File: src/rtl/gfx_scan_sink_if.sv
// rtl/gfx_scan_sink_if.sv - rgb30 scanout stream bundle between the scanout path and gfx_scan_sink
// Purpose: groups the Avalon-ST style pixel stream into one port.
// Signals:
//   scan_valid          source -> sink  beat valid
//   scan_startofpacket  source -> sink  first pixel of a frame
//   scan_endofpacket    source -> sink  last pixel of a frame
//   scan_data[29:0]     source -> sink  {r[9:0], g[9:0], b[9:0]}
//   scan_ready          sink -> source  beat taken this cycle when scan_valid=1
// Modports: master = stream source, slave = gfx_scan_sink.
interface gfx_scan_sink_if;
    logic        scan_valid;
    logic        scan_startofpacket;
    logic        scan_endofpacket;
    logic [29:0] scan_data;
    logic        scan_ready;

    modport master (
        output scan_valid,
        output scan_startofpacket,
        output scan_endofpacket,
        output scan_data,
        input  scan_ready
    );

    modport slave (
        input  scan_valid,
        input  scan_startofpacket,
        input  scan_endofpacket,
        input  scan_data,
        output scan_ready
    );
endinterface

File: src/rtl/gfx_scan_sink.sv
// rtl/gfx_scan_sink.sv - scanout stream to VGA timing sink with frame lock and underrun detection
// Purpose: consumes the rgb30 frame stream and drives VGA hsync/vsync/blank and 8-bit RGB.
//   A clock-enable divider produces the pixel tick; h/v counters produce the raster.
//   RESYNC drains the stream until an SOP beat lines up with raster origin, then STREAM
//   consumes one beat per active tick and checks SOP/EOP framing.
// Optional: define GFX_SCAN_UNDERRUN_CNT_EN to add the saturating underrun_count output.
// Ports:
//   clk, rst_n        clock, synchronous active-low reset
//   scan              stream slave (gfx_scan_sink_if.slave)
//   vsync             one-clk pulse at start of vertical sync
//   vga_r/g/b         registered 8-bit colour
//   vga_hsync_n       active-low hsync, aligned with the pixel
//   vga_vsync_n       active-low vsync, aligned with the pixel
//   vga_blank_n       low outside the active region
//   underrun          sticky starvation flag, cleared on the next lock
//   underrun_count    (GFX_SCAN_UNDERRUN_CNT_EN only) starved active ticks, saturating
module gfx_scan_sink #(
    parameter int unsigned CLK_DIV        = 2,
    parameter int unsigned H_ACTIVE       = 640,
    parameter int unsigned H_FP           = 16,
    parameter int unsigned H_SYNC         = 96,
    parameter int unsigned H_BP           = 48,
    parameter int unsigned V_ACTIVE       = 480,
    parameter int unsigned V_FP           = 10,
    parameter int unsigned V_SYNC         = 2,
    parameter int unsigned V_BP           = 33,
    parameter logic [23:0] UNDERRUN_COLOR = 24'h000000
) (
    input  logic                  clk,
    input  logic                  rst_n,
    gfx_scan_sink_if.slave        scan,
    output logic                  vsync,
    output logic [7:0]            vga_r,
    output logic [7:0]            vga_g,
    output logic [7:0]            vga_b,
    output logic                  vga_hsync_n,
    output logic                  vga_vsync_n,
    output logic                  vga_blank_n,
    output logic                  underrun
`ifdef GFX_SCAN_UNDERRUN_CNT_EN
    ,
    output logic [15:0]           underrun_count
`endif
);

    localparam int unsigned H_TOTAL = H_ACTIVE + H_FP + H_SYNC + H_BP;
    localparam int unsigned V_TOTAL = V_ACTIVE + V_FP + V_SYNC + V_BP;
    localparam int unsigned HW      = $clog2(H_TOTAL + 1);
    localparam int unsigned VW      = $clog2(V_TOTAL + 1);
    localparam int unsigned DW      = (CLK_DIV > 1) ? $clog2(CLK_DIV) : 1;

    localparam logic [DW-1:0] DIV_LAST = DW'(CLK_DIV - 1);
    localparam logic [HW-1:0] H_LAST   = HW'(H_TOTAL - 1);
    localparam logic [VW-1:0] V_LAST   = VW'(V_TOTAL - 1);
    localparam logic [HW-1:0] H_ACT    = HW'(H_ACTIVE);
    localparam logic [VW-1:0] V_ACT    = VW'(V_ACTIVE);
    localparam logic [HW-1:0] H_PX_END = HW'(H_ACTIVE - 1);
    localparam logic [VW-1:0] V_PX_END = VW'(V_ACTIVE - 1);
    localparam logic [HW-1:0] HS_BEG   = HW'(H_ACTIVE + H_FP);
    localparam logic [HW-1:0] HS_END   = HW'(H_ACTIVE + H_FP + H_SYNC);
    localparam logic [VW-1:0] VS_BEG   = VW'(V_ACTIVE + V_FP);
    localparam logic [VW-1:0] VS_END   = VW'(V_ACTIVE + V_FP + V_SYNC);

    localparam logic [0:0] ST_RESYNC = 1'b0;
    localparam logic [0:0] ST_STREAM = 1'b1;

    logic [DW-1:0] r_div;
    logic [HW-1:0] r_h;
    logic [VW-1:0] r_v;
    logic [0:0]    r_state;
    logic          r_underrun;
    logic          r_vsync;
    logic          r_hsync_n;
    logic          r_vsync_n;
    logic          r_blank_n;
    logic [23:0]   r_rgb;

    logic          w_tick;
    logic          w_active;
    logic          w_origin;
    logic          w_last_px;
    logic          w_hs;
    logic          w_vs;
    logic          w_sop_pending;
    logic          w_lock;
    logic          w_stream_tick;
    logic          w_starve;
    logic          w_frame_err;
    logic          w_ready;
    logic          w_take_pixel;
    logic [23:0]   w_pix_rgb;
    logic          w_unused;

    assign w_tick    = (r_div == DIV_LAST);
    assign w_active  = (r_h < H_ACT) && (r_v < V_ACT);
    assign w_origin  = (r_h == '0) && (r_v == '0);
    assign w_last_px = (r_h == H_PX_END) && (r_v == V_PX_END);
    assign w_hs      = (r_h >= HS_BEG) && (r_h < HS_END);
    assign w_vs      = (r_v >= VS_BEG) && (r_v < VS_END);

    assign w_sop_pending = scan.scan_valid && scan.scan_startofpacket;
    // Lock only when the held SOP beat lines up with the raster origin.
    assign w_lock        = (r_state == ST_RESYNC) && w_tick && w_origin && w_sop_pending;
    assign w_stream_tick = (r_state == ST_STREAM) && w_tick && w_active;
    assign w_starve      = w_stream_tick && !scan.scan_valid;

    // Framing check on each streamed slot: SOP only at origin, EOP exactly at the last pixel.
    assign w_frame_err = w_stream_tick && (
        (scan.scan_valid &&  scan.scan_startofpacket && !w_origin) ||
        (scan.scan_valid && !scan.scan_startofpacket &&  w_origin) ||
        (scan.scan_valid &&  scan.scan_endofpacket   && !w_last_px) ||
        (w_last_px && !(scan.scan_valid && scan.scan_endofpacket)));

    // RESYNC drains non-SOP beats every cycle but holds an SOP beat until lock.
    always_comb begin
        w_ready = 1'b0;
        if (rst_n) begin
            if (r_state == ST_RESYNC) begin
                w_ready = !w_sop_pending || w_lock;
            end else begin
                w_ready = w_tick && w_active;
            end
        end
    end

    assign scan.scan_ready = w_ready;

    assign w_take_pixel = scan.scan_valid && w_ready && (w_stream_tick || w_lock);
    assign w_pix_rgb    = {scan.scan_data[29:22], scan.scan_data[19:12], scan.scan_data[9:2]};
    assign w_unused     = ^{scan.scan_data[21:20], scan.scan_data[11:10], scan.scan_data[1:0]};

    always_ff @(posedge clk) begin
        if (!rst_n) begin
            r_div <= '0;
            r_h   <= '0;
            r_v   <= '0;
        end else begin
            r_div <= w_tick ? '0 : r_div + DW'(1);
            if (w_tick) begin
                if (r_h == H_LAST) begin
                    r_h <= '0;
                    r_v <= (r_v == V_LAST) ? '0 : r_v + VW'(1);
                end else begin
                    r_h <= r_h + HW'(1);
                end
            end
        end
    end

    always_ff @(posedge clk) begin
        if (!rst_n) begin
            r_state    <= ST_RESYNC;
            r_underrun <= 1'b0;
        end else begin
            if (r_state == ST_RESYNC) begin
                if (w_lock) begin
                    r_state <= ST_STREAM;
                end
            end else if (w_frame_err) begin
                r_state <= ST_RESYNC;
            end
            // Set has priority over the clear at lock.
            if (w_starve) begin
                r_underrun <= 1'b1;
            end else if (w_lock) begin
                r_underrun <= 1'b0;
            end
        end
    end

    // Pixel and sync outputs share one register stage so they stay aligned.
    always_ff @(posedge clk) begin
        if (!rst_n) begin
            r_vsync   <= 1'b0;
            r_hsync_n <= 1'b1;
            r_vsync_n <= 1'b1;
            r_blank_n <= 1'b0;
            r_rgb     <= '0;
        end else begin
            r_vsync <= w_tick && (r_h == '0) && (r_v == VS_BEG);
            if (w_tick) begin
                r_hsync_n <= !w_hs;
                r_vsync_n <= !w_vs;
                r_blank_n <= w_active;
                if (!w_active) begin
                    r_rgb <= '0;
                end else if (w_take_pixel) begin
                    r_rgb <= w_pix_rgb;
                end else begin
                    r_rgb <= UNDERRUN_COLOR;
                end
            end
        end
    end

`ifdef GFX_SCAN_UNDERRUN_CNT_EN
    logic [15:0] r_underrun_count;

    always_ff @(posedge clk) begin
        if (!rst_n) begin
            r_underrun_count <= '0;
        end else if (w_starve && (r_underrun_count != 16'hFFFF)) begin
            r_underrun_count <= r_underrun_count + 16'd1;
        end
    end

    assign underrun_count = r_underrun_count;
`endif

    assign vsync       = r_vsync;
    assign vga_r       = r_rgb[23:16];
    assign vga_g       = r_rgb[15:8];
    assign vga_b       = r_rgb[7:0];
    assign vga_hsync_n = r_hsync_n;
    assign vga_vsync_n = r_vsync_n;
    assign vga_blank_n = r_blank_n;
    assign underrun    = r_underrun;

endmodule

File: src/flat_wrapper.sv
// flat-port wrapper written by rule: the top's interface ports become plain ports
module gfx_scan_sink_flat 
#(
    parameter int unsigned CLK_DIV        = 2,
    parameter int unsigned H_ACTIVE       = 640,
    parameter int unsigned H_FP           = 16,
    parameter int unsigned H_SYNC         = 96,
    parameter int unsigned H_BP           = 48,
    parameter int unsigned V_ACTIVE       = 480,
    parameter int unsigned V_FP           = 10,
    parameter int unsigned V_SYNC         = 2,
    parameter int unsigned V_BP           = 33,
    parameter logic [23:0] UNDERRUN_COLOR = 24'h000000
)
  (clk, rst_n, vsync, vga_r, vga_g, vga_b, vga_hsync_n, vga_vsync_n, vga_blank_n, underrun, scan_scan_valid, scan_scan_startofpacket, scan_scan_endofpacket, scan_scan_data, scan_scan_ready);
  gfx_scan_sink_if scan_i ();
  input  logic clk;
  input  logic rst_n;
  output logic vsync;
  output logic [7:0] vga_r;
  output logic [7:0] vga_g;
  output logic [7:0] vga_b;
  output logic vga_hsync_n;
  output logic vga_vsync_n;
  output logic vga_blank_n;
  output logic underrun;
  input wire logic [$bits(scan_i.scan_valid)-1:0] scan_scan_valid;
  input wire logic [$bits(scan_i.scan_startofpacket)-1:0] scan_scan_startofpacket;
  input wire logic [$bits(scan_i.scan_endofpacket)-1:0] scan_scan_endofpacket;
  input wire logic [$bits(scan_i.scan_data)-1:0] scan_scan_data;
  output wire logic [$bits(scan_i.scan_ready)-1:0] scan_scan_ready;
  assign scan_i.scan_valid = scan_scan_valid;
  assign scan_i.scan_startofpacket = scan_scan_startofpacket;
  assign scan_i.scan_endofpacket = scan_scan_endofpacket;
  assign scan_i.scan_data = scan_scan_data;
  assign scan_scan_ready = scan_i.scan_ready;
  gfx_scan_sink #(.CLK_DIV(CLK_DIV), .H_ACTIVE(H_ACTIVE), .H_FP(H_FP), .H_SYNC(H_SYNC), .H_BP(H_BP), .V_ACTIVE(V_ACTIVE), .V_FP(V_FP), .V_SYNC(V_SYNC), .V_BP(V_BP), .UNDERRUN_COLOR(UNDERRUN_COLOR)) u_core (.clk(clk), .rst_n(rst_n), .scan(scan_i), .vsync(vsync), .vga_r(vga_r), .vga_g(vga_g), .vga_b(vga_b), .vga_hsync_n(vga_hsync_n), .vga_vsync_n(vga_vsync_n), .vga_blank_n(vga_blank_n), .underrun(underrun));
endmodule
File: config.mk
export PLATFORM = sky130hd
export DESIGN_NAME = gfx_scan_sink_flat
export DESIGN_NICKNAME = d
export VERILOG_FILES = /design/src/rtl/gfx_scan_sink_if.sv /design/src/rtl/gfx_scan_sink.sv /design/src/flat_wrapper.sv
export SDC_FILE = /design/constraint.sdc
export NUM_CORES = 1
export LEC_CHECK = 0
export ABC_AREA = 1
export BUFFER_PORTS_ARGS = -buffer_cell sky130_fd_sc_hd__buf_2
export CAP_MARGIN = 10
export CORE_ASPECT_RATIO = 1.5
export CORE_MARGIN = 4
export CORE_UTILIZATION = 35
export CTS_BUF_LIST = sky130_fd_sc_hd__clkbuf_4 sky130_fd_sc_hd__clkbuf_8 sky130_fd_sc_hd__clkbuf_16
export CTS_CLUSTER_SIZE = 24
export DETAILED_ROUTE_END_ITERATION = 8
export GPL_ROUTABILITY_DRIVEN = 1
export MAX_ROUTING_LAYER = met4
export PLACE_DENSITY = 0.6
export SYNTH_ARGS = -nofsm -noshare
export SYNTH_HDL_FRONTEND = slang
export SYNTH_SLANG_ARGS = --single-unit
export TNS_END_PERCENT = 30
File: constraint.sdc
create_clock -name clk -period 4.1 [get_ports clk]
set_input_delay 0.82 -clock clk [delete_from_list [all_inputs] [get_ports clk]]
set_output_delay 0.82 -clock clk [all_outputs]
set_load 0.005 [all_outputs]
; ---- Word-level counts from Yosys, hierarchy flattened
; Cells that the tools add are included.
[totals]
word_cells = 79
ff_bits = 51
latchBits = 0
mem_bits_rw = 0
in_bits = 35
mem_count = 0
out_inout_bits = 30
mem_bits_ro = 0
[op_classes]
bitwise = 2
mul = 0
shift = 0
n_mux = 11
eq_ne = 5
n_reduce_logical = 42
n_div = 0
n_addsub = 3
n_lt_le_gt_ge = 6
[op_table]
columns = op, count
row1 = two-way mux 24 bit, 2
row2 = equality test 10 bit (second input constant), 3
row3 = logical AND 1 bit, 24
row4 = adder 10 x 1 -> 10 bit (second input constant), 2
row5 = equality test 10 x 9 -> 1 bit (second input constant), 2
row6 = zero test 10 bit, 2
row7 = < comparator 10 bit (second input constant), 2
row8 = < comparator 10 x 9 -> 1 bit (second input constant), 2
row9 = two-way mux 10 bit, 2
row10 = greater-or-equal comparator 10 bit (second input constant), 1
row11 = greater-or-equal comparator 10 x 9 -> 1 bit (second input constant), 1
row12 = zero test 1 bit, 8
row13 = two-way mux 1 bit, 7
row14 = logical OR 1 bit, 5
row15 = inverter 1 bit, 2
row16 = AND reduction 2 bit, 1
row17 = nonzero test 2 bit, 1
row18 = OR reduction 2 bit, 1
row19 = adder 1 bit (second input constant), 1

; ---- Logic depth before layout (Yosys ltp)
[depth]
depth_word = 11
depth_mapped = 13

; ---- Worst setup path before layout
; Ideal clock, no wire load.
[synth_timing]
kind = flip-flop to output port
startpoint = register u_core.r_v[0]
endpoint = output scan_scan_ready
required_ns = 3.280
arrival_ns = 1.364
n_path_buf = 0
path_stages_with_launch = 12
slack_ns = 1.916
path_cell_list = dfxtp_1 > inv_1 > ha_1 > inv_1 > nor2_1 > nand3_1 > nor2_2 > nand2_1 > inv_1 > nand2_1 > nand3b_4 > and2_1
[synth_between]
elab_chain_cells = 7
[synth_rtl]
columns = item, line
row1 = "start, declared", gfx_scan_sink.sv:69  ; logic [VW-1:0] r_v;
row2 = "start signal, assigned", gfx_scan_sink.sv:142  ; r_v <= (r_v == V_LAST) ? '0 : r_v + VW'(1);
row3 = branches (longest 5 deep; another with < comparator 10 x 9 -> 1 bit), n/a
row4 = two-way mux 1 bit (*), gfx_scan_sink.sv:118  ; if (r_state == ST_RESYNC) begin
row5 = two-way mux 1 bit (*), gfx_scan_sink.sv:117  ; if (rst_n) begin
row6 = "end, declared", flat_wrapper.sv:31  ; output wire logic [$bits(scan_i.scan_ready)-1:0] scan_scan_ready;
; Every way passes the cells marked *.

; ---- Worst setup path in the final report
; Ends and elaborated chain as after synthesis.

==> metrics.md <==
| Metric | Value |
|---|---|
| Outcome | finished clean |
| Worst path arrival time | approximately 2100 ps |
| Syn_nets | around 380 |
| Pin count of the biggest net entering global routing | 30 |
| GR Overflow Total | 0 |
| Max-slew violation count | 0 |
| Share of post-route cells with drive strength above 1 | between 20% and 30% |
| Initial Util | a little over a third |
| DR vias | 2,285 |
| Tot GR Track Use | about 14% |
| Mux share of post-synthesis cell area | 0% |
| Asr flop ratio synth | 0% |
| Hold WC Path Type | reg -> reg |
| Largest family of logic cells by synthesized area | simple AND/OR/NAND/NOR gates |
| Top sig layer | met4 |
| Yosys reg bits | 51 |
| Area leader, netlist | dfxtp_1 |
| Origin of the critical flop-to-flop path | u_core.r_v[0] |
| CP Cell Sequence | inv_1 > ha_1 > inv_1 > nor2_1 > nand3_1 > nor2_2 > nand2_1 > inv_1 > nand2_1 > nand3b_4 > and2_1 > buf_2 |
| CTS buffer count | 5 |
| Fin worst setup slack | about 1100 ps |
| CTS tree | yes |
| Num Clock Sinks | 51 |
| Final std cells w/o fill | between 400 and 500 |
| Most common cell in the netlist | nand2_1 |
| Share of the synthesized area in the top cell type | a little over two fifths |
| Core ar. | a little under 0.007 mm2 |
| Mapped Area | between 0.002 and 0.0025 mm2 |
| Routed wl met2 | 2.770 mm |
| Fin nets | approximately 430 |
| Antenna diode instance count | 0 |
| Rel. slew slack | roughly 64% |
| RePlAce Congestion | approximately 0.82 |
| Die W | approximately 76 um |
| Largest cells by area after synthesis | dfxtp_1 (42%), nand2_1 (16%), nand4_1 (7.9%) |
| Clock transition at path regs | about 90 ps |
| Syn_area_per_cell | just over 7 um2 |
| Overall die height | around 110 um |
| CTS Hold Bufs | 0 |
| DRT Pass-1 Iters | 4 |
| Final setup viols | 0 |
| Crit. End Element | output port |
| RSZ-0062 raised after global routing | no |
| Post-Route WL | 5.784 mm |
| Port bufs | 58 |
| Vias in the first global route | about 2,100 |
| Simple-gate share of the synthesized area | a little over two fifths |
| Synth warnings | 0 |
| Yosys cell types | 32 |
| Global-route wire length before repair | approximately 9.9 mm |
| Clk root buf | clkbuf_8 |
| Hpwl dp | between 4 and 5 mm |
| Antenna violations before repair | 0 |
| Top FF cell, synth | dfxtp_1 |
| M1 wire length | around 2.5 mm |
| Via density | approximately 4.9 |
| Type of the worst setup path | reg -> out |
| Startpoint Class | flip-flop |
| Critical path fanouts, max | 25 |
| Hold Startpoint | u_core.r_rgb[21] |
| Top Ports | 65 |
| LEAKAGE | between 1 and 1.5 nW |
| Placed Cells incl. Taps | roughly 460 |
| Mapped Cells | ~340 |
| Worst Path Required | ~3300 ps |
| Power Total | roughly 0.93 mW |
| Crit path from | u_core.r_v[0] |
| Post-CTS sizing | 0 |
| Initial drt markers | about 100 |
| Synth Area in XOR/XNOR | ~2.1% |
| EDFF count, synth | 0 |
| Routed length on met3 | a little under 400 um |
| Adder-Cell Fraction of Synth Area | 2.043% |
| Setup_tns | 0 ps |
| Cell Pwr Density | roughly 320 mW/mm2 |
| Std cell rows | 37 |
| Max Cap Violations | 0 |
| Sequential area share after synthesis | 41.68% |
| DR DRC count | 0 |
| Setup WS pre-CTS | ~1500 ps |
| VDD IR max | 0.0001420 V |
| Avg WL per Cell | about 12 um |
| Slew at the pin with the worst max-slew slack | ~540 ps |
| Peak Freq | 338.2 MHz |
| Most used cell, CP | inv_1 |
| Synth Area in Compound Gates | 3.984% |
| Final hold vios | 0 |
| Clock Latency Late Sink | 300 ps |
| CP peak stage delay | 360 ps |
| H-tree depth | 2 |
| Number of routed nets with antenna violations | 0 |
| Post-CTS Setup Inserts | 0 |
| Worst path slowest cell | dfxtp_1 |
| Die area | 0.008430 mm2 |
| CTS Buffer Depth | 2 |
| Crit path time final | 2957 ps |
| Synth cell count leaders | nand2_1 (102), dfxtp_1 (51), nor2_1 (41) |
| Area delta synth->final | 17.21% |
| Final Cycle Share | 72.12% |
| Worst clock skew | ~5.3 ps |
kinds of logic after synthesis:
logic type	Yosys count
buffers and inverters	45
AND/OR/NAND/NOR	214
AO/OA/AOI/OAI	18
flip-flops	51
XOR/XNOR	6
adder cells (fa/ha/maj)	4
critical path, delay by kind of cell, from the launching register on:
kind	cells	cell delay [ps]
adders and majority gates	1	190
DFF	1	360
buffers and inverters	4	360
and+or+nand+nor	7	910
placed cells by master (no fill, tap or decap):
cell type / instances
dfxtp_1: 51
nand4_1: 31
nand3b_2: 1
nor2_1: 41
xor2_1: 5
buf_4: 1
nor3_2: 1
a211oi_1: 2
nand3_1: 13
nand2_1: 102
nor4_1: 1
ha_1: 4
xnor2_1: 1
and3_1: 2
nand2_2: 3
o21bai_1: 1
buf_2: 58
nand3_2: 1
nand3b_4: 1
clkinvlp_4: 1
a21oi_1: 10
o21ai_0: 5
nor3b_1: 1
nand4_2: 2
nor2_4: 4
nor3_1: 4
nand2_4: 1
or2_2: 1
inv_2: 2
nor2_2: 3
clkbuf_8: 5
and2_1: 1
bufinv_16: 1
inv_1: 31
per-layer routing:
layer | up-vias | GRT usage [%]
met5 | - | -
met4 | 0 | 5.562
met3 | 11 | 3.670
met2 | 61 | 23.55
met1 | 1014 | 16.69
li1 | 1199 | -
report_power, final:
part / total (mW) / internal, mW / switching, mW / leakage, nW
Sequential: 0.508 / 0.503 / 0.00511 / 0.412
Clock: 0.342 / 0.178 / 0.164 / 0.0502
Combinational: 0.0805 / 0.0292 / 0.0513 / 0.934
Total: 0.931 / 0.711 / 0.220 / 1.40
registers in the layout (all words and copies together) (netlist names):
name,count
u_core.vga_vsync_n,1
u_core.r_state,1
u_core.r_div,1
u_core.r_v,10
u_core.vga_hsync_n,1
u_core.r_rgb,24
u_core.underrun,1
u_core.vga_blank_n,1
u_core.vsync,1
u_core.r_h,10
per-stage QoR:
| stage | area (um2) | utilization [%] | hold slack, ps |
|---|---|---|---|
| global placement | 2765 | 40.36 | 431.7 |
| finish | 2872 | 41.91 | 452.3 |
| detailed placement | 2765 | 40.36 | 435.2 |
| global route | 2872 | 41.91 | 471.8 |
| floorplan | 2450 | - | 447.9 |
| CTS | 2872 | 41.91 | 456.4 |
final cells by class:
cell class,count,area (um2)
Sequential cell,51,1021
Clock inverter,2,37.54
Inverter,33,123.9
Timing Repair Buffer,59,297.8
Fill cell,730,3980
Multi-Input combinational cell,242,1225
Tap cell,78,97.59
Clock buffer,5,68.82
final timing paths:
| kind | slack, ps | endpoint | cells after the start |
|---|---|---|---|
| worst max-delay path | 1140 | scan_scan_ready | 12 |
| worst min-delay path | 450 | u_core.r_rgb[21] | 2 |
| worst max register to register | 2220 | u_core.r_rgb[23] | 12 |
| worst min register to register | 450 | u_core.r_rgb[21] | 2 |
(Power assumes the default switching activity.)
